$ cat config.mk
export PLATFORM = sky130hd
export DESIGN_NAME = button_press
export DESIGN_NICKNAME = d
export VERILOG_FILES = /design/src/rtl/button_press.sv
export SDC_FILE = /design/constraint.sdc
export NUM_CORES = 1
export LEC_CHECK = 0
export CORE_AREA = 2 2 39 41
export DETAILED_ROUTE_END_ITERATION = 10
export DIE_AREA = 0 0 41 43
export DONT_BUFFER_PORTS = 1
export GPL_TIMING_DRIVEN = 0
export PLACE_DENSITY = 0.53
export SYNTH_ARGS = -nofsm -noshare
export SYNTH_HDL_FRONTEND = slang
export SYNTH_SLANG_ARGS = --single-unit
$ cat constraint.sdc
create_clock -name clk -period 1.8 [get_ports clk]
set_input_delay 0.54 -clock clk [delete_from_list [all_inputs] [get_ports clk]]
set_output_delay 0.54 -clock clk [all_outputs]
set_load 0.02 [all_outputs]
$ cat src/rtl/button_press.sv
// button_press: debounces a synchronized button into a one-cycle press pulse and a held level.
// Define BUTTON_PRESS_COUNT_EN to build the 8-bit press_count register; otherwise it reads 0.
module button_press #(
    parameter int DEBOUNCE_CYCLES = 4,
    parameter int CNT_W = $clog2(DEBOUNCE_CYCLES + 1)
) (
    input  logic       clk,
    input  logic       reset,
    input  logic       button,
    output logic       press,
    output logic       held,
    output logic [7:0] press_count
);
    typedef enum logic [1:0] {IDLE, PRESS_WAIT, HELD, RELEASE_WAIT} state_t;
    state_t state, state_nx;
    logic [CNT_W-1:0] cnt, cnt_nx;
    logic done, press_nx, held_nx;
    assign done = cnt == CNT_W'(DEBOUNCE_CYCLES - 1);
    always_ff @(posedge clk or posedge reset) begin
        if (reset) begin
            state <= IDLE;
            cnt   <= '0;
            press <= 1'b0;
            held  <= 1'b0;
        end else begin
            state <= state_nx;
            cnt   <= cnt_nx;
            press <= press_nx;
            held  <= held_nx;
        end
    end
    // Any opposite sample in a wait state falls back to the stable state, so cnt never accumulates across glitches.
    always_comb begin
        state_nx = state;
        cnt_nx   = cnt;
        case (state)
            IDLE: if (button) begin
                state_nx = PRESS_WAIT;
                cnt_nx   = '0;
            end
            PRESS_WAIT: if (!button) state_nx = IDLE;
                else if (done) state_nx = HELD;
                else cnt_nx = cnt + 1'b1;
            HELD: if (!button) begin
                state_nx = RELEASE_WAIT;
                cnt_nx   = '0;
            end
            RELEASE_WAIT: if (button) state_nx = HELD;
                else if (done) state_nx = IDLE;
                else cnt_nx = cnt + 1'b1;
            default: state_nx = IDLE;
        endcase
    end
    always_comb begin
        press_nx = state == PRESS_WAIT && button && done;
        held_nx  = state_nx == HELD || state_nx == RELEASE_WAIT;
    end
`ifdef BUTTON_PRESS_COUNT_EN
    logic [7:0] count_q;
    always_ff @(posedge clk or posedge reset) begin
        if (reset) count_q <= 8'd0;
        else if (press_nx) count_q <= count_q + 8'd1;
    end
    assign press_count = count_q;
`else
    assign press_count = 8'd0;
`endif
endmodule
==> run summary, run 1 <==
========================================================================================================
Result of the run ......................................................................... finished, final reports clean
Pin count of the biggest net entering global routing ......................................            8
Unrepaired setup endpoints after global routing ...........................................           no
Worst reg2reg path endpoint ...............................................................       cnt[1]
Count of final setup violators ............................................................            0
Vias in the first global route ............................................................          247
DRC violation count after routing .........................................................            0
Hold Crit Class ...........................................................................     in2async
Setup Total Neg Slack .....................................................................         0 ns
Area contributors post-synth .............................................................. sky130_fd_sc_hd__dfrtp_1 45%, sky130_fd_sc_hd__buf_4 16%, sky130_fd_sc_hd__ha_1 9.7%
Most used flip-flop cell after synthesis .................................................. sky130_fd_sc_hd__dfrtp_1
Synth unique cells ........................................................................           15
Largest buffer count on any clock path ....................................................            2
Syn Std Cell Area .........................................................................    385 sq um
Clock buffers created by TritonCTS ........................................................            3
Required @ worst endpoint .................................................................      1.93 ns
Number of non-filler instances in the completed layout ....................................           67
CTS Root Buffer Type ...................................................................... sky130_fd_sc_hd__clkbuf_4
Minimum hold slack ........................................................................    0.0969 ns
Remaining global-route overflow ...........................................................            0
Leakage power of the design ...............................................................     0.238 nW
Core outline area .........................................................................   1380 sq um
# resized after CTS .......................................................................            0
Most used standard cells in the synthesized netlist ....................................... 8 x sky130_fd_sc_hd__buf_4, 7 x sky130_fd_sc_hd__dfrtp_1, 4 x sky130_fd_sc_hd__nor2_1
Final HPWL DP .............................................................................       450 um
Multi-input gate area in the final layout .................................................    169 sq um
Post-layout minimum cycle time ............................................................      1.37 ns
Net count, final ..........................................................................           58
Post-cts hold buffer count ................................................................            0
Via-per-instance ratio ....................................................................         3.93
Startpoint of the worst register-to-register path .........................................       cnt[0]
Pwr dens .................................................................................. 1100 nW/um^2
Die H .....................................................................................        43 um
Sequential area share after synthesis .....................................................        45.5%
Gate count after technology mapping .......................................................           40
Skew-Pair Late Insertion Delay ............................................................      0.25 ns
Fraction of layout cells with a size suffix above 1 .......................................        21.6%
X dimension of the die ....................................................................        41 um
Number of top-level pins ..................................................................           13
WP data arrival ...........................................................................      1.50 ns
Die Area ..................................................................................   1760 sq um
CTS H-Tree Depth ..........................................................................            1
Share of the clock period used by the worst path after layout .............................        76.1%
Async set or reset register ratio after synthesis .........................................         100%
# rows ....................................................................................           14
Number of warnings reported in the yosys synthesis log ....................................            0
Total detailed-routing wirelength .........................................................       553 um
First-pass GRT wire length ................................................................       993 um
Fillers ...................................................................................          136
DRT iter0 DRCs ............................................................................            0
Largest stage delay on the critical path ..................................................      0.39 ns
Placed instance count .....................................................................           63
Cell mode on critical path ................................................................ sky130_fd_sc_hd__ha_1
CTS sink count ............................................................................            7
Worst IR drop on VDD ......................................................................       519 uV
Synth top area share ......................................................................        45.5%
Count of endpoints failing hold in the final timing report ................................            0
Top fanout value on the critical path .....................................................            5
Path type of the worst setup path .........................................................      reg2reg
Critical path startpoint category .........................................................         flop
Clk_skew ..................................................................................   0.00267 ns
Synthesized area divided by synthesized cell count ........................................   9.63 sq um
Slowest-stage cell, CP .................................................................... sky130_fd_sc_hd__dfrtp_1
R2R Setup Slk .............................................................................      0.43 ns
Worst setup path startpoint ...............................................................       cnt[0]
Initial core utilization ..................................................................        27.8%
Post-CTS clock slew at the launch and capture registers of the worst setup and hold paths .      0.05 ns
Critical Path End Type ....................................................................         flop
Remaining number of nets flagged by the antenna check after routing .......................            0
Antenna diode instance count ..............................................................            0
Number of iterations in the first detailed-routing pass ...................................            1
Setup Fix Bufs, Post-CTS ..................................................................            0
Flop and latch count out of synthesis .....................................................            7
Number of buffer cells added on primary ports .............................................            0
Weighted congestion at the end of routability-driven global placement .....................        0.786
Area Overhead vs Synth ....................................................................        18.8%
Max Transition Viols Final ................................................................            0
Number of synthesized flops with an enable pin ............................................            0
Total number of vias ......................................................................          263
Area occupied by registers ................................................................    175 sq um
Overall fraction of global-route tracks in use ............................................        8.70%
Worst-case reg-to-reg path depth ..........................................................            5
Cells along the critical path ............................................................. ha_1 > ha_1 > and2_1 > o21ai_0 > o21ai_1
Clock tree from TritonCTS .................................................................         done
Maxcap violations .........................................................................            0
Initial antenna violation count ...........................................................            0
DR WL/cell ................................................................................      8.25 um
Cell with the most instances after synthesis .............................................. sky130_fd_sc_hd__buf_4
Post-synth top area cell .................................................................. sky130_fd_sc_hd__dfrtp_1
Maximum clock rate ........................................................................      730 MHz
========================================================================================================
layer usage:
metal,share of wire (%),GRT usage [%],vias to the layer above,routed length [um]
li1,-,-,134,-
met1,44,9.87,120,241
met2,48,11.6,7,263
met3,5.8,2.09,2,32
met4,2.5,10.0,0,14
met5,0,0,-,0
worst max path at each step:
stage | end | slack (ns) | cells after the start
finish | cnt[1] | 0.43 | 5
global route | cnt[2] | 0.30 | 5
detailed placement | cnt[1] | 0.43 | 5
CTS | cnt[2] | 0.43 | 5
floorplan | cnt[0] | 0.54 | 5
global placement | cnt[1] | 0.45 | 5
registers in the layout (all words and copies together), names as in the netlist:
signal and flops:
cnt 3, held 1, press 1, state 2
cells in the final DEF (no fill, tap or decap), drive strengths merged:
cell    instances
buf             8
conb            8
dfrtp           7
o21ai           6
nor2            4
clkbuf          4
ha              3
inv             2
nand2           2
or2b            2
and2            1
xnor2           1
a21oi           1
nor3b           1
or2             1
final cells by class:
cell class | count | share of cell area [%]
flip-flops and latches | 7 | 38.3
well taps | 16 | 4.37
plain buffers | 8 | 13.1
clock buffers | 4 | 5.74
inverters | 2 | 1.64
multi-input cells | 30 | 36.9
report_power, final:
part | internal [mW] | total (mW) | switching, mW | leakage, nW
clock | 0.0846 | 0.142 | 0.0576 | 0.0150
sequential | 0.197 | 0.227 | 0.0302 | 0.0933
combinational | 0.0597 | 0.133 | 0.0731 | 0.130
metrics by stage:
stage          cell area [sq um]  total power, mW  utilization, %  worst slack [ns]
2_1_floorplan                412            0.337               -             0.536
3_3_place_gp                 432            0.358            31.2             0.447
3_5_place_dp                 432            0.363            31.2             0.435
4_1_cts                      458            0.510            33.1             0.433
5_1_grt                      458            0.547            33.1             0.299
6_report                     458            0.502            33.1             0.430
worst max-delay path, delay by kind of cell, from the launching register on:
family	cells	cell delay, ns
adders and majority gates	2	0.41
DFF	1	0.39
AOI/OAI and AO/OA	2	0.25
and+or+nand+nor	1	0.20
cell families (layout without fill, tap and decap cells):
group | count (synthesis) | in the layout | share of synthesized area, %
other | 1 | 8 | 0.973
AOI/OAI and AO/OA | 7 | 7 | 9.09
DFF | 7 | 7 | 45.5
buffers and inverters | 10 | 14 | 17.5
and+or+nand+nor | 11 | 11 | 14.9
adders and majority gates | 3 | 3 | 9.74
xor gates and xnor gates | 1 | 1 | 2.27
(Power assumes the default switching activity.)
==> run 2, diff against run 1 <==
PLACE_DENSITY = 0.55   (was 0.53)
clock period = 1.2 ns   (was 1.8 ns; I/O delays follow)
==> run 2 against run 1 <==
- the run now ends with negative setup slack left
- fmax is 10% higher
- global-route usage is 2.0 points higher
- non-clock buffer count is 5 higher
- largest power group is now combinational cells
- highest routed layer unchanged
==> run summary, run 2 (synthesis gave the netlist of run 1 again) <==
========================================================================================================
Setup Total Neg Slack .....................................................................   -0.0682 ns
Core outline area .........................................................................   1380 sq um
Worst IR drop on VDD ......................................................................       490 uV
Fraction of power spent switching nets ....................................................        34.5%
Max Transition Viols Final ................................................................            0
Final HPWL DP .............................................................................       504 um
Comb pwr share ............................................................................        40.8%
Clk_skew ..................................................................................   0.00382 ns
Critical path startpoint category .........................................................         flop
Register ranked first by flip-flop count ..................................................          cnt
Post-CTS clock slew at the launch and capture registers of the worst setup and hold paths .      0.05 ns
Skew-Pair Late Insertion Delay ............................................................      0.25 ns
Number of top-level pins ..................................................................           13
Top fanout value on the critical path .....................................................            5
Post-layout minimum cycle time ............................................................      1.24 ns
Final critical-path setup slack ...........................................................   -0.0400 ns
WP data arrival ...........................................................................      1.37 ns
Clock tree from TritonCTS .................................................................         done
Overall fraction of global-route tracks in use ............................................        10.7%
Number of flip-flops under the largest register name ......................................            3
DR WL/cell ................................................................................      10.9 um
Critical Path End Type ....................................................................         flop
Count of endpoints failing hold in the final timing report ................................            0
CP delay by family, top ...................................................................   flip-flops
DRT iter0 DRCs ............................................................................            1
X dimension of the die ....................................................................        41 um
Largest stage delay on the critical path ..................................................      0.41 ns
CTS Root Buffer Type ...................................................................... sky130_fd_sc_hd__clkbuf_4
Required @ worst endpoint .................................................................      1.33 ns
Slowest-stage cell, CP .................................................................... sky130_fd_sc_hd__dfrtp_1
Total detailed-routing wirelength .........................................................       782 um
Internal Pwr Total ........................................................................       639 uW
Vias in the first global route ............................................................          277
Cell mode on critical path ................................................................ sky130_fd_sc_hd__ha_4
Initial antenna violation count ...........................................................            0
Initial core utilization ..................................................................        27.8%
Path type of the worst setup path .........................................................      reg2reg
Most frequent cells in the layout ......................................................... 12 x sky130_fd_sc_hd__buf_4, 8 x sky130_fd_sc_hd__conb_1, 7 x sky130_fd_sc_hd__dfrtp_1
Leading cell type in the layout, fill and taps excluded ................................... sky130_fd_sc_hd__buf_4
DRC violation count after routing .........................................................            0
Number of buffer cells added on primary ports .............................................            0
Share of total power in sequential cells ..................................................        37.2%
Leakage power of the design ...............................................................     0.276 nW
P_sw ......................................................................................       337 uW
Remaining global-route overflow ...........................................................            0
Post-layout power .........................................................................       976 uW
Weighted congestion at the end of routability-driven global placement .....................        0.567
Maxcap violations .........................................................................            0
Pwr dens .................................................................................. 1720 nW/um^2
Count of final setup violators ............................................................            3
Die H .....................................................................................        43 um
Antenna diode instance count ..............................................................            0
Share of the clock period used by the worst path after layout .............................         103%
Violated checks ........................................................................... negative setup slack
Via-per-instance ratio ....................................................................         3.89
Fraction of layout cells with a size suffix above 1 .......................................        48.2%
Unrepaired setup endpoints after global routing ...........................................          yes
Clock power share .........................................................................        21.9%
Maximum clock rate ........................................................................      806 MHz
# rows ....................................................................................           14
CTS H-Tree Depth ..........................................................................            1
Area Overhead vs Synth ....................................................................        47.4%
Result of the run ......................................................................... finished, violations left
First-pass GRT wire length ................................................................      1100 um
Number of iterations in the first detailed-routing pass ...................................            2
Cells along the critical path ............................................................. ha_4 > ha_4 > and2_4 > o21ai_2 > o21ai_1
Remaining number of nets flagged by the antenna check after routing .......................            0
Net count, final ..........................................................................           63
Largest registers ......................................................................... cnt x3, state x2
Clock buffers created by TritonCTS ........................................................            3
Pin count of the biggest net entering global routing ......................................            8
Hold Crit Class ...........................................................................       in2reg
Number of buffers and inverters on the critical path ......................................            0
R2R Setup Slk .............................................................................     -0.04 ns
Total number of vias ......................................................................          280
Largest buffer count on any clock path ....................................................            2
CTS sink count ............................................................................            7
Die Area ..................................................................................   1760 sq um
========================================================================================================
[run 2: metrics by stage]
step                cells  hold slack [ns]  area (sq um)  setup WS (ns)  utilization [%]
floorplan              47            0.163           417        -0.0184                -
global placement       63            0.206           437        -0.0690             31.6
detailed placement     63            0.200           437         -0.118             31.6
CTS                    70            0.242           526        -0.0412             38.0
global route           72            0.240           568        -0.0690             41.0
finish                 72            0.246           568        -0.0400             41.0
[run 2: power groups by stage]
stage,Combinational [mW],Sequential (mW),Clock [mW]
2_1_floorplan,0.180,0.336,0
3_3_place_gp,0.203,0.343,0
3_5_place_dp,0.215,0.346,0
4_1_cts,0.304,0.344,0.218
5_1_grt,0.445,0.369,0.235
6_report,0.399,0.363,0.214
[run 2: area by class of cell]
type	count	area, sq um
Inverter	2	7.51
Clock buffer	4	26.3
Multi-Input combinational cell	30	239
Timing Repair Buffer	5	40.0
Tap cell	16	20.0
Fill cell	132	816
Buffer	8	60.1
Sequential cell	7	175
[run 2: repair_timing]
item | 4_1_cts | 5_1_grt
gates resized for setup | 10 | 4
gates cloned | 0 | 0
pin swaps | 9 | 4
endpoints found under the setup margin | 5 | 6
setup buffers | 2 | 2
hold buffers | 1 | 0
endpoints found under the hold margin | 7 | 0
[run 2: routing by layer]
metal	GRT usage (%)	routed length (um)
met5	0	0
met4	12.0	33
met3	4.71	42
met2	16.9	449
met1	8.09	256
[run 2: path summary, 6_finish.rpt]
path                             start       end  depth (start not counted)
worst max register to register  cnt[1]    cnt[0]                          5
worst min-delay path            button  state[1]                          2
max in group asynchronous        reset    cnt[0]                          2
worst min register to register  cnt[2]    cnt[2]                          2
min in group asynchronous        reset    cnt[2]                          2
worst max-delay path            cnt[1]    cnt[0]                          5
==> run 3, diff against run 2 <==
CAP_MARGIN = 10   (was default)
SKIP_CTS_REPAIR_TIMING = 1   (was default)
==> run 3 against run 2 <==
- the run still ends with negative setup slack left
- cell count decreased by 2.8%
- critical path depth unchanged
- first-iteration DRC count increased by 100%
- sequential power increased by 2%
- fmax decreased by 0.85%
- largest power group is now registers
- setup slack got worse by 0.011 ns
- clock-buffer cell count unchanged
- combinational power decreased by 10%
- clock skew increased by 0.0023 ns
==> run summary, run 3 (synthesis gave the netlist of run 1 again) <==
========================================================================================================
Share of the clock period used by the worst path after layout .............................         104%
Worst IR drop on VDD ......................................................................       466 uV
Post-CTS clock slew at the launch and capture registers of the worst setup and hold paths .      0.05 ns
CTS H-Tree Depth ..........................................................................            1
HP Start ..................................................................................       button
Violated checks ........................................................................... negative setup slack
Top fanout value on the critical path .....................................................            5
Initial antenna violation count ...........................................................            0
Cell mode on critical path ................................................................ sky130_fd_sc_hd__ha_4
Minimum hold slack ........................................................................     0.248 ns
WP data arrival ...........................................................................      1.38 ns
Max Transition Viols Final ................................................................            0
Via-per-instance ratio ....................................................................         3.96
Clock buffers created by TritonCTS ........................................................            3
Antenna diode instance count ..............................................................            0
Final critical-path setup slack ...........................................................   -0.0506 ns
Area Overhead vs Synth ....................................................................        48.7%
Pin count of the biggest net entering global routing ......................................            8
Register ranked first by flip-flop count ..................................................          cnt
Startpoint of the worst register-to-register path .........................................       cnt[1]
X dimension of the die ....................................................................        41 um
Cells along the critical path ............................................................. ha_4 > ha_4 > and2_4 > o21ai_2 > o21ai_1
Net count, final ..........................................................................           61
Die H .....................................................................................        43 um
Initial core utilization ..................................................................        27.8%
Clk_skew ..................................................................................   0.00613 ns
Count of endpoints failing hold in the final timing report ................................            0
Most frequent cells in the layout ......................................................... 10 x sky130_fd_sc_hd__buf_4, 8 x sky130_fd_sc_hd__conb_1, 7 x sky130_fd_sc_hd__dfrtp_1, 4 x sky130_fd_sc_hd__o21ai_2
CTS sink count ............................................................................            7
Final HPWL DP .............................................................................       504 um
Maxcap violations .........................................................................            0
CP delay by family, top ...................................................................   flip-flops
Total number of vias ......................................................................          277
Worst-case reg-to-reg path depth ..........................................................            5
Number of flip-flops under the largest register name ......................................            3
Clock tree from TritonCTS .................................................................         done
Unrepaired setup endpoints after global routing ...........................................          yes
Maximum clock rate ........................................................................      800 MHz
Remaining global-route overflow ...........................................................            0
Pwr dens .................................................................................. 1650 nW/um^2
Leading cell type in the layout, fill and taps excluded ................................... sky130_fd_sc_hd__buf_4
Number of top-level pins ..................................................................           13
Core outline area .........................................................................   1380 sq um
Number of buffer cells added on primary ports .............................................            0
R2R Setup Slk .............................................................................     -0.05 ns
Remaining number of nets flagged by the antenna check after routing .......................            0
Number of buffers and inverters on the critical path ......................................            0
Skew-Pair Late Insertion Delay ............................................................      0.25 ns
Worst reg2reg path endpoint ...............................................................       cnt[0]
First-pass GRT wire length ................................................................       959 um
DR WL/cell ................................................................................      10.8 um
DRT iter0 DRCs ............................................................................            2
Result of the run ......................................................................... finished, violations left
Overall fraction of global-route tracks in use ............................................        9.46%
Largest buffer count on any clock path ....................................................            2
Path type of the worst setup path .........................................................      reg2reg
Fraction of layout cells with a size suffix above 1 .......................................        48.1%
CTS Root Buffer Type ...................................................................... sky130_fd_sc_hd__clkbuf_4
# rows ....................................................................................           14
Required @ worst endpoint .................................................................      1.33 ns
Vias in the first global route ............................................................          242
Total detailed-routing wirelength .........................................................       757 um
Number of iterations in the first detailed-routing pass ...................................            2
Weighted congestion at the end of routability-driven global placement .....................        0.567
Die Area ..................................................................................   1760 sq um
Largest stage delay on the critical path ..................................................      0.41 ns
Largest registers ......................................................................... cnt x3, state x2
Leakage power of the design ...............................................................     0.270 nW
DRC violation count after routing .........................................................            0
Critical Path End Type ....................................................................         flop
Count of final setup violators ............................................................            3
Hold path depth ...........................................................................            2
Slowest-stage cell, CP .................................................................... sky130_fd_sc_hd__dfrtp_1
Post-layout minimum cycle time ............................................................      1.25 ns
Critical path startpoint category .........................................................         flop
Worst Hold Endpoint .......................................................................         held
Setup Total Neg Slack .....................................................................    -0.118 ns
Hold Crit Class ...........................................................................       in2reg
========================================================================================================
[run 3: cell types whose count changed in the layout (fill, tap and decap cells not counted), sizes merged]
cell,before,now
buf,12,10
[run 3: layout make-up]
type | count | area, sq um
Sequential cell | 7 | 175
Inverter | 2 | 7.51
Tap cell | 16 | 20.0
Timing Repair Buffer | 3 | 25.0
Clock buffer | 4 | 26.3
Fill cell | 126 | 811
Multi-Input combinational cell | 30 | 259
Buffer | 8 | 60.1
[run 3: worst max path at each step]
stage                start  endpoint  slack [ns]  cells after the start
CTS                 cnt[0]    cnt[2]       -0.12                      5
floorplan           cnt[0]    cnt[1]       -0.02                      5
global route        cnt[1]    cnt[0]        -0.1                      5
detailed placement  cnt[0]    cnt[2]       -0.12                      5
finish              cnt[1]    cnt[0]       -0.05                      5
global placement    cnt[0]    cnt[1]       -0.07                      5
[run 3: power breakdown]
group,switching (mW),leakage [nW],internal [mW]
logic,0.169,0.162,0.190
clock network,0.0891,0.0150,0.127
registers,0.0738,0.0933,0.295
total,0.332,0.270,0.612
[run 3: metal layers]
metal / up-vias / GRT usage, % / wire length, um
met5: - / 0 / 0
li1: 141 / - / -
met2: 12 / 13.4 / 441
met3: 4 / 4.71 / 42
met1: 120 / 7.77 / 240
met4: 0 / 12.0 / 33
[run 3: metrics by stage]
| stage | worst slack [ns] | instance area [sq um] | instances | utilization (%) | total power [mW] |
|---|---|---|---|---|---|
| floorplan | -0.0184 | 417 | 47 | - | 0.515 |
| global placement | -0.0690 | 437 | 63 | 31.6 | 0.547 |
| detailed placement | -0.118 | 437 | 63 | 31.6 | 0.561 |
| CTS | -0.121 | 463 | 67 | 33.5 | 0.776 |
| global route | -0.0999 | 573 | 70 | 41.4 | 1.02 |
| finish | -0.0506 | 573 | 70 | 41.4 | 0.944 |
